## src/rtl/data_memory_io_pkg.sv

```systemverilog
// rtl/data_memory_io_pkg.sv - I/O address map, STATUS bit positions and UART state encoding
package data_memory_io_pkg;

    localparam logic [7:0] ADDR_GPIO_OUT  = 8'hF0;
    localparam logic [7:0] ADDR_GPIO_IN   = 8'hF1;
    localparam logic [7:0] ADDR_TIMER_CNT = 8'hF2;
    localparam logic [7:0] ADDR_TIMER_CMP = 8'hF3;
    localparam logic [7:0] ADDR_STATUS    = 8'hF4;
    localparam logic [7:0] ADDR_UART_TX   = 8'hF5;

    localparam int STATUS_MATCH_BIT = 0;
    localparam int STATUS_BUSY_BIT  = 1;

    typedef enum logic [1:0] {
        UART_IDLE  = 2'd0,
        UART_START = 2'd1,
        UART_DATA  = 2'd2,
        UART_STOP  = 2'd3
    } uart_state_e;

endpackage

```

## src/rtl/data_memory_io_uart_tx.sv

```systemverilog
// rtl/data_memory_io_uart_tx.sv - 8N1 UART transmitter: baud counter, shift register and framing FSM
module data_memory_io_uart_tx
    import data_memory_io_pkg::*;
#(
    parameter int BAUD_DIV = 868
) (
    input  logic       clk,
    input  logic       res,
    input  logic       start,
    input  logic [7:0] data,
    output logic       busy,
    output logic       txd
);

    localparam int                BAUD_W    = (BAUD_DIV > 2) ? $clog2(BAUD_DIV) : 1;
    localparam logic [BAUD_W-1:0] BAUD_LAST = BAUD_W'(BAUD_DIV - 1);

    uart_state_e       r_state;
    uart_state_e       w_state_next;
    logic [BAUD_W-1:0] r_baud_cnt;
    logic [2:0]        r_bit_cnt;
    logic [7:0]        r_shift;
    logic              w_baud_done;
    logic              w_accept;

    assign w_baud_done = (r_baud_cnt == BAUD_LAST);
    assign w_accept    = start && (r_state == UART_IDLE);

    always_ff @(posedge clk) begin
        if (res) begin
            r_state <= UART_IDLE;
        end else begin
            r_state <= w_state_next;
        end
    end

    always_comb begin
        w_state_next = r_state;
        case (r_state)
            UART_IDLE:  if (start)                                w_state_next = UART_START;
            UART_START: if (w_baud_done)                          w_state_next = UART_DATA;
            UART_DATA:  if (w_baud_done && (r_bit_cnt == 3'd7))   w_state_next = UART_STOP;
            UART_STOP:  if (w_baud_done)                          w_state_next = UART_IDLE;
            default:                                              w_state_next = UART_IDLE;
        endcase
    end

    // Baud counter restarts on every state change; data shifts out LSB first
    always_ff @(posedge clk) begin
        if (res) begin
            r_baud_cnt <= '0;
            r_bit_cnt  <= '0;
            r_shift    <= '0;
        end else if (w_accept) begin
            r_baud_cnt <= '0;
            r_bit_cnt  <= '0;
            r_shift    <= data;
        end else if (r_state != UART_IDLE) begin
            r_baud_cnt <= w_baud_done ? '0 : r_baud_cnt + 1'b1;
            if ((r_state == UART_DATA) && w_baud_done) begin
                r_bit_cnt <= r_bit_cnt + 3'd1;
                r_shift   <= {1'b0, r_shift[7:1]};
            end
        end
    end

    always_comb begin
        busy = 1'b1;
        txd  = 1'b1;
        case (r_state)
            UART_IDLE:  busy = 1'b0;
            UART_START: txd  = 1'b0;
            UART_DATA:  txd  = r_shift[0];
            UART_STOP:  txd  = 1'b1;
            default: begin
                busy = 1'b0;
                txd  = 1'b1;
            end
        endcase
    end

endmodule

```

## src/rtl/data_memory_io.sv

```systemverilog
// rtl/data_memory_io.sv - data RAM plus memory-mapped GPIO, timer and UART behind the core's MAR/MDR
module data_memory_io
    import data_memory_io_pkg::*;
#(
    parameter int RAM_DEPTH      = 240,
    parameter int TIMER_PRESCALE = 256,
    parameter int BAUD_DIV       = 868
) (
    input  logic       clk,
    input  logic       res,
    input  logic [7:0] mar_in,
    input  logic [7:0] mdr_wr_data,
    input  logic       write_mem,
    output logic [7:0] mdr_rd_data,
    input  logic [7:0] gpio_in,
    output logic [7:0] gpio_out,
    output logic       uart_txd,
    output logic       timer_irq
);

    localparam int               RAM_AW    = $clog2(RAM_DEPTH);
    localparam logic [8:0]       RAM_LIMIT = 9'(RAM_DEPTH);
    localparam int               PRE_W     = (TIMER_PRESCALE > 2) ? $clog2(TIMER_PRESCALE) : 1;
    localparam logic [PRE_W-1:0] PRE_LAST  = PRE_W'(TIMER_PRESCALE - 1);

    logic [7:0]       r_ram [RAM_DEPTH];
    logic [7:0]       r_rd_data;
    logic [7:0]       r_gpio_out;
    logic [7:0]       r_gpio_sync1;
    logic [7:0]       r_gpio_sync2;
    logic [PRE_W-1:0] r_prescale;
    logic [7:0]       r_timer_cnt;
    logic [7:0]       r_timer_cmp;
    logic             r_match;

    logic             w_in_ram;
    logic             w_wr_ram;
    logic             w_wr_gpio;
    logic             w_wr_cnt;
    logic             w_wr_cmp;
    logic             w_wr_status;
    logic             w_uart_start;
    logic             w_uart_busy;
    logic             w_wrap;
    logic             w_match_set;
    logic             w_match_clr;
    logic [7:0]       w_cnt_inc;
    logic [7:0]       w_ram_rd;
    logic [7:0]       w_rd_mux;

    assign w_in_ram     = ({1'b0, mar_in} < RAM_LIMIT);
    assign w_wr_ram     = write_mem && w_in_ram;
    assign w_wr_gpio    = write_mem && (mar_in == ADDR_GPIO_OUT);
    assign w_wr_cnt     = write_mem && (mar_in == ADDR_TIMER_CNT);
    assign w_wr_cmp     = write_mem && (mar_in == ADDR_TIMER_CMP);
    assign w_wr_status  = write_mem && (mar_in == ADDR_STATUS);
    assign w_uart_start = write_mem && (mar_in == ADDR_UART_TX);

    // RAM has no reset, so writes land even while res is high
    always_ff @(posedge clk) begin
        if (w_wr_ram) begin
            r_ram[mar_in[RAM_AW-1:0]] <= mdr_wr_data;
        end
    end

    assign w_ram_rd = r_ram[mar_in[RAM_AW-1:0]];

    always_ff @(posedge clk) begin
        if (res) begin
            r_gpio_out   <= 8'h00;
            r_gpio_sync1 <= 8'h00;
            r_gpio_sync2 <= 8'h00;
        end else begin
            if (w_wr_gpio) begin
                r_gpio_out <= mdr_wr_data;
            end
            r_gpio_sync1 <= gpio_in;
            r_gpio_sync2 <= r_gpio_sync1;
        end
    end

    assign w_wrap      = (r_prescale == PRE_LAST);
    assign w_cnt_inc   = r_timer_cnt + 8'd1;
    assign w_match_set = w_wrap && !w_wr_cnt && (w_cnt_inc == r_timer_cmp);
    assign w_match_clr = w_wr_status && mdr_wr_data[STATUS_MATCH_BIT];

    // A count write beats a same-edge wrap; a match beats a same-edge clear
    always_ff @(posedge clk) begin
        if (res) begin
            r_prescale  <= '0;
            r_timer_cnt <= 8'h00;
            r_timer_cmp <= 8'hFF;
            r_match     <= 1'b0;
        end else begin
            if (w_wr_cnt) begin
                r_prescale  <= '0;
                r_timer_cnt <= 8'h00;
            end else if (w_wrap) begin
                r_prescale  <= '0;
                r_timer_cnt <= w_cnt_inc;
            end else begin
                r_prescale  <= r_prescale + 1'b1;
            end
            if (w_wr_cmp) begin
                r_timer_cmp <= mdr_wr_data;
            end
            if (w_match_set) begin
                r_match <= 1'b1;
            end else if (w_match_clr) begin
                r_match <= 1'b0;
            end
        end
    end

    data_memory_io_uart_tx #(
        .BAUD_DIV (BAUD_DIV)
    ) u_uart_tx (
        .clk   (clk),
        .res   (res),
        .start (w_uart_start),
        .data  (mdr_wr_data),
        .busy  (w_uart_busy),
        .txd   (uart_txd)
    );

    always_comb begin
        w_rd_mux = 8'h00;
        if (w_in_ram) begin
            w_rd_mux = w_ram_rd;
        end else begin
            case (mar_in)
                ADDR_GPIO_OUT:  w_rd_mux = r_gpio_out;
                ADDR_GPIO_IN:   w_rd_mux = r_gpio_sync2;
                ADDR_TIMER_CNT: w_rd_mux = r_timer_cnt;
                ADDR_TIMER_CMP: w_rd_mux = r_timer_cmp;
                ADDR_STATUS: begin
                    w_rd_mux[STATUS_MATCH_BIT] = r_match;
                    w_rd_mux[STATUS_BUSY_BIT]  = w_uart_busy;
                end
                default:        w_rd_mux = 8'h00;
            endcase
        end
    end

    always_ff @(posedge clk) begin
        if (res) begin
            r_rd_data <= 8'h00;
        end else begin
            r_rd_data <= w_rd_mux;
        end
    end

    assign mdr_rd_data = r_rd_data;
    assign gpio_out    = r_gpio_out;
    assign timer_irq   = r_match;

endmodule
```

## config.mk

```make
export PLATFORM = sky130hd
export DESIGN_NAME = data_memory_io
export DESIGN_NICKNAME = d
export VERILOG_FILES = /design/src/rtl/data_memory_io_pkg.sv /design/src/rtl/data_memory_io_uart_tx.sv /design/src/rtl/data_memory_io.sv
export SDC_FILE = /design/constraint.sdc
export NUM_CORES = 2
export LEC_CHECK = 0
export ABC_AREA = 1
export BUFFER_PORTS_ARGS = -buffer_cell sky130_fd_sc_hd__buf_4
export CORE_MARGIN = 3
export CORE_UTILIZATION = 55
export DETAILED_ROUTE_END_ITERATION = 7
export PLACE_DENSITY = 0.76
export SYNTH_ARGS = -nofsm -noshare
export SYNTH_HDL_FRONTEND = slang
export SYNTH_SLANG_ARGS = --single-unit
```

## constraint.sdc

```tcl
create_clock -name clk -period 4.7 [get_ports clk]
set_input_delay 0.235 -clock clk [delete_from_list [all_inputs] [get_ports clk]]
set_output_delay 0.235 -clock clk [all_outputs]
set_load 0.1 [all_outputs]
```

==> impl_results.md <==
- Die Ht: 393 um
- Setup tns final: 0 ps
- Critical Path Source Type: primary input
- Post-CTS Setup Bufs: 0
- Seq pwr share: 0.539
- Worst Min Path Start: mdr_wr_data[2]
- Worst VDD drop: 0.000455 V
- Asr flop ratio synth: 0
- Synth Net Count: roughly 7800
- Die X: 393 um
- Sw power: approximately 8300 uW
- Top cells by area, synth: edfxtp_1 70%, nand2_1 19%, nor2_1 2.7%, dfxtp_1 1.9%, buf_2 1.3%
- Fmax: roughly 0.34 GHz
- Fin crit share: 0.635
- # setup viols final: 0
- Global-route wire length before repair: between 300 and 400 mm
- Worst r2r dst: mdr_rd_data[1]
- Routability Congestion: between 0.9 and 1
- Critical path peak fanout: 72
- Run status: finished clean
- P_leak: 0.0353 uW
- Min Tclk post-route: between 2000 and 3000 ps
- Count leader, synth: nand2_1
- Pins Over Slew Limit: 0
- Slew at the pin with the worst max-slew slack: 1320 ps
- Max cap viols: 0
- Clk buf depth: 3
- Worst r2r path cells: 14
- P per Cell Area: between 400 and 500 nW/um^2
- Int Pwr: 28100 uW
- Synthesized area per cell: around 11 sq um
- Antenna violations before repair: 6
- Synthesis-stage register bit count: 2000
- Total gr overflow: 0
- Drt drc: 0
- Synth area leader: edfxtp_1
- Switch share: 0.229
- Yosys top cell area share: 0.701
- Post_cts resized: 0
- Post-synthesis instance area: 82200 sq um
- Routed len/inst: 22.2 um
- Starting Density: 0.555
- Crit path kind: primary input to register
- Rows: 141
- Syn Inst Count: about 7700
- CTS H-tree depth: 4
- Initial DRT Pass Iterations: 8
- PortBufs: 44
- Unrepaired setup endpoints after global routing: false
- Dominant synthesized flop cell: edfxtp_1
- Via Count: about 57000
- Most frequent cells after synthesis: 4210 x nand2_1, 1920 x edfxtp_1, 581 x nor2_1
- TritonCTS Buffers: 188
- Crit path capture: mdr_rd_data[1]
- Clk_lat worst skew: about 820 ps
- # nets final: around 7800
- CP startpoint: mar_in[1]
- Netlist cell types: 43
- Antenna Nets Post-Route: 0
- Reg2reg setup slack: around 2300 ps
- Clock share of power: 0.397
- Setup crit end kind: register
- Synth warn: 0
- CTS Sinks: 2000
- EDFF count, synth: 1920
- Clock-pin slew on the worst setup and hold paths: roughly 60 ps
- Share of cells above drive strength 1: 0.0572
- Logic pwr share: 0.064
- TritonCTS clock tree: built
- Arr. time, crit path: between 3000 and 4000 ps
- Final setup skew: roughly 37 ps
- Hold Buf Count CTS: 24
- Final hold violations: 0
- Largest net degree at the start of global routing: ~140
- IO Count: 45
- RR Startpoint: r_ram[69][1]
- DR iter-0 viols: roughly 7700
- Number of global-route vias before repair: ~55000
- Core Area: around 150000 sq um
- Placed wire-length estimate: roughly 130 mm
- Sequential fraction of the synthesis area: 0.721
- Layout Area Growth over Synthesis: 10.2%
- Final wirelength: 218 mm
- Final Power: 36400 uW
- GRT Total Usage: 0.282
- Worst slew margin: 0.119
- Root Buffer: clkbuf_16
- Via density: between 5 and 6
- Fillers: approximately 11000
- Type of the worst min-delay path: primary input to register
- Crit path required time: between 5000 and 6000 ps
- Total die area: around 150000 sq um
state kept, by name, indices dropped and copies added (netlist names):
name	count
gpio_out	8
mdr_rd_data	8
r_gpio_sync1	8
r_gpio_sync2	8
r_prescale	8
r_ram	1920
r_timer_cmp	8
r_timer_cnt	8
timer_irq	1
u_uart_tx.r_baud_cnt	10
u_uart_tx.r_bit_cnt	3
u_uart_tx.r_shift	8
u_uart_tx.r_state	2
cells in the final DEF, fill, tap and decap left out, types with 24 or more instances in the layout:
cell,count
dfxtp_1,80
nor2_1,577
clkbuf_1,52
inv_1,71
clkinv_2,27
nand3_1,150
clkinv_1,48
o21ai_0,49
clkbuf_16,189
nand2_1,4210
edfxtp_1,1920
a21oi_1,31
a22oi_1,56
nand4_1,65
buf_4,140
dlygate4sd3_1,24
logic make-up (layout without fill, tap and decap cells):
| kind of cell | Yosys count | in the layout | synth area share |
|---|---|---|---|
| AO/OA/AOI/OAI | 188 | 188 | 0.0143 |
| XOR/XNOR | 20 | 20 | 0.00213 |
| adder cells (fa/ha/maj) | 10 | 10 | 0.00152 |
| buffers and inverters | 477 | 627 | 0.0257 |
| flip-flops | 2000 | 2000 | 0.721 |
| multiplexers | 1 | 1 | 0.000122 |
| other | 0 | 4 | 0 |
| AND/OR/NAND/NOR | 5041 | 5041 | 0.236 |
routing by layer:
metal | vias up | GRT usage | part of all wire
met1 | 27000 | 0.380 | 0.37
met5 | - | 0 | 0.000060
li1 | 25500 | - | -
met4 | 2 | 0.137 | 0.052
met3 | 639 | 0.0621 | 0.12
met2 | 3574 | 0.439 | 0.46
worst max-delay path: stages:
cell and delay, ps:
buf_8 380, inv_8 320, nor2_4 430, buf_12 290, buf_12 350, nand2_1 120, nand4_1 120, nand2_1 70
nand2_1 100, o21ai_0 210, nand2_1 250, nor2_1 90, nand2_1 210, o21ai_1 140, a21oi_1 160
how the worst min path moves through the flow:
stage / endpoint / slack, ps / depth (start not counted)
after floorplan: r_ram[0][0] / 330 / 0
after global placement: r_gpio_sync2[6] / 390 / 2
after detailed placement: r_gpio_sync2[6] / 390 / 2
after CTS: r_ram[49][2] / 30 / 1
after global routing: r_ram[49][2] / 60 / 1
final: gpio_out[2] / 50 / 3
layout make-up:
cell class / count / area [sq um] / area share
tap: 1930 / 2410 / 0.0267
clock inverter: 100 / 793 / 0.00876
clock buffer: 248 / 5000 / 0.0552
inverter: 85 / 353 / 0.00390
timing repair buffer: 194 / 1840 / 0.0203
multi-input combinational: 5260 / 20900 / 0.231
antenna: 4 / 10.0 / 0.000111
sequential: 2000 / 59300 / 0.654
stage by stage:
step           instances  setup WS [ps]  cell area, sq um  hold WS [ps]  utilization
2_1_floorplan       7737           2480             82200           334            -
3_3_place_gp        9445           1110             84500           393        0.570
3_5_place_dp        9445           1080             84500           393        0.570
4_1_cts             9817           1920             90600          29.0        0.611
5_1_grt             9817           1770             90600          61.2        0.611
6_report            9821           1720             90600          45.4        0.611
power groups by stage:
stage | sequential, uW | clock, uW | combinational (uW)
global route | 19600 | 15200 | 2520
global placement | 20000 | 0 | 2220
finish | 19600 | 14500 | 2340
floorplan | 20000 | 0 | 1250
detailed placement | 20000 | 0 | 2260
CTS | 19600 | 14500 | 2290
(Power assumes the default switching activity.)
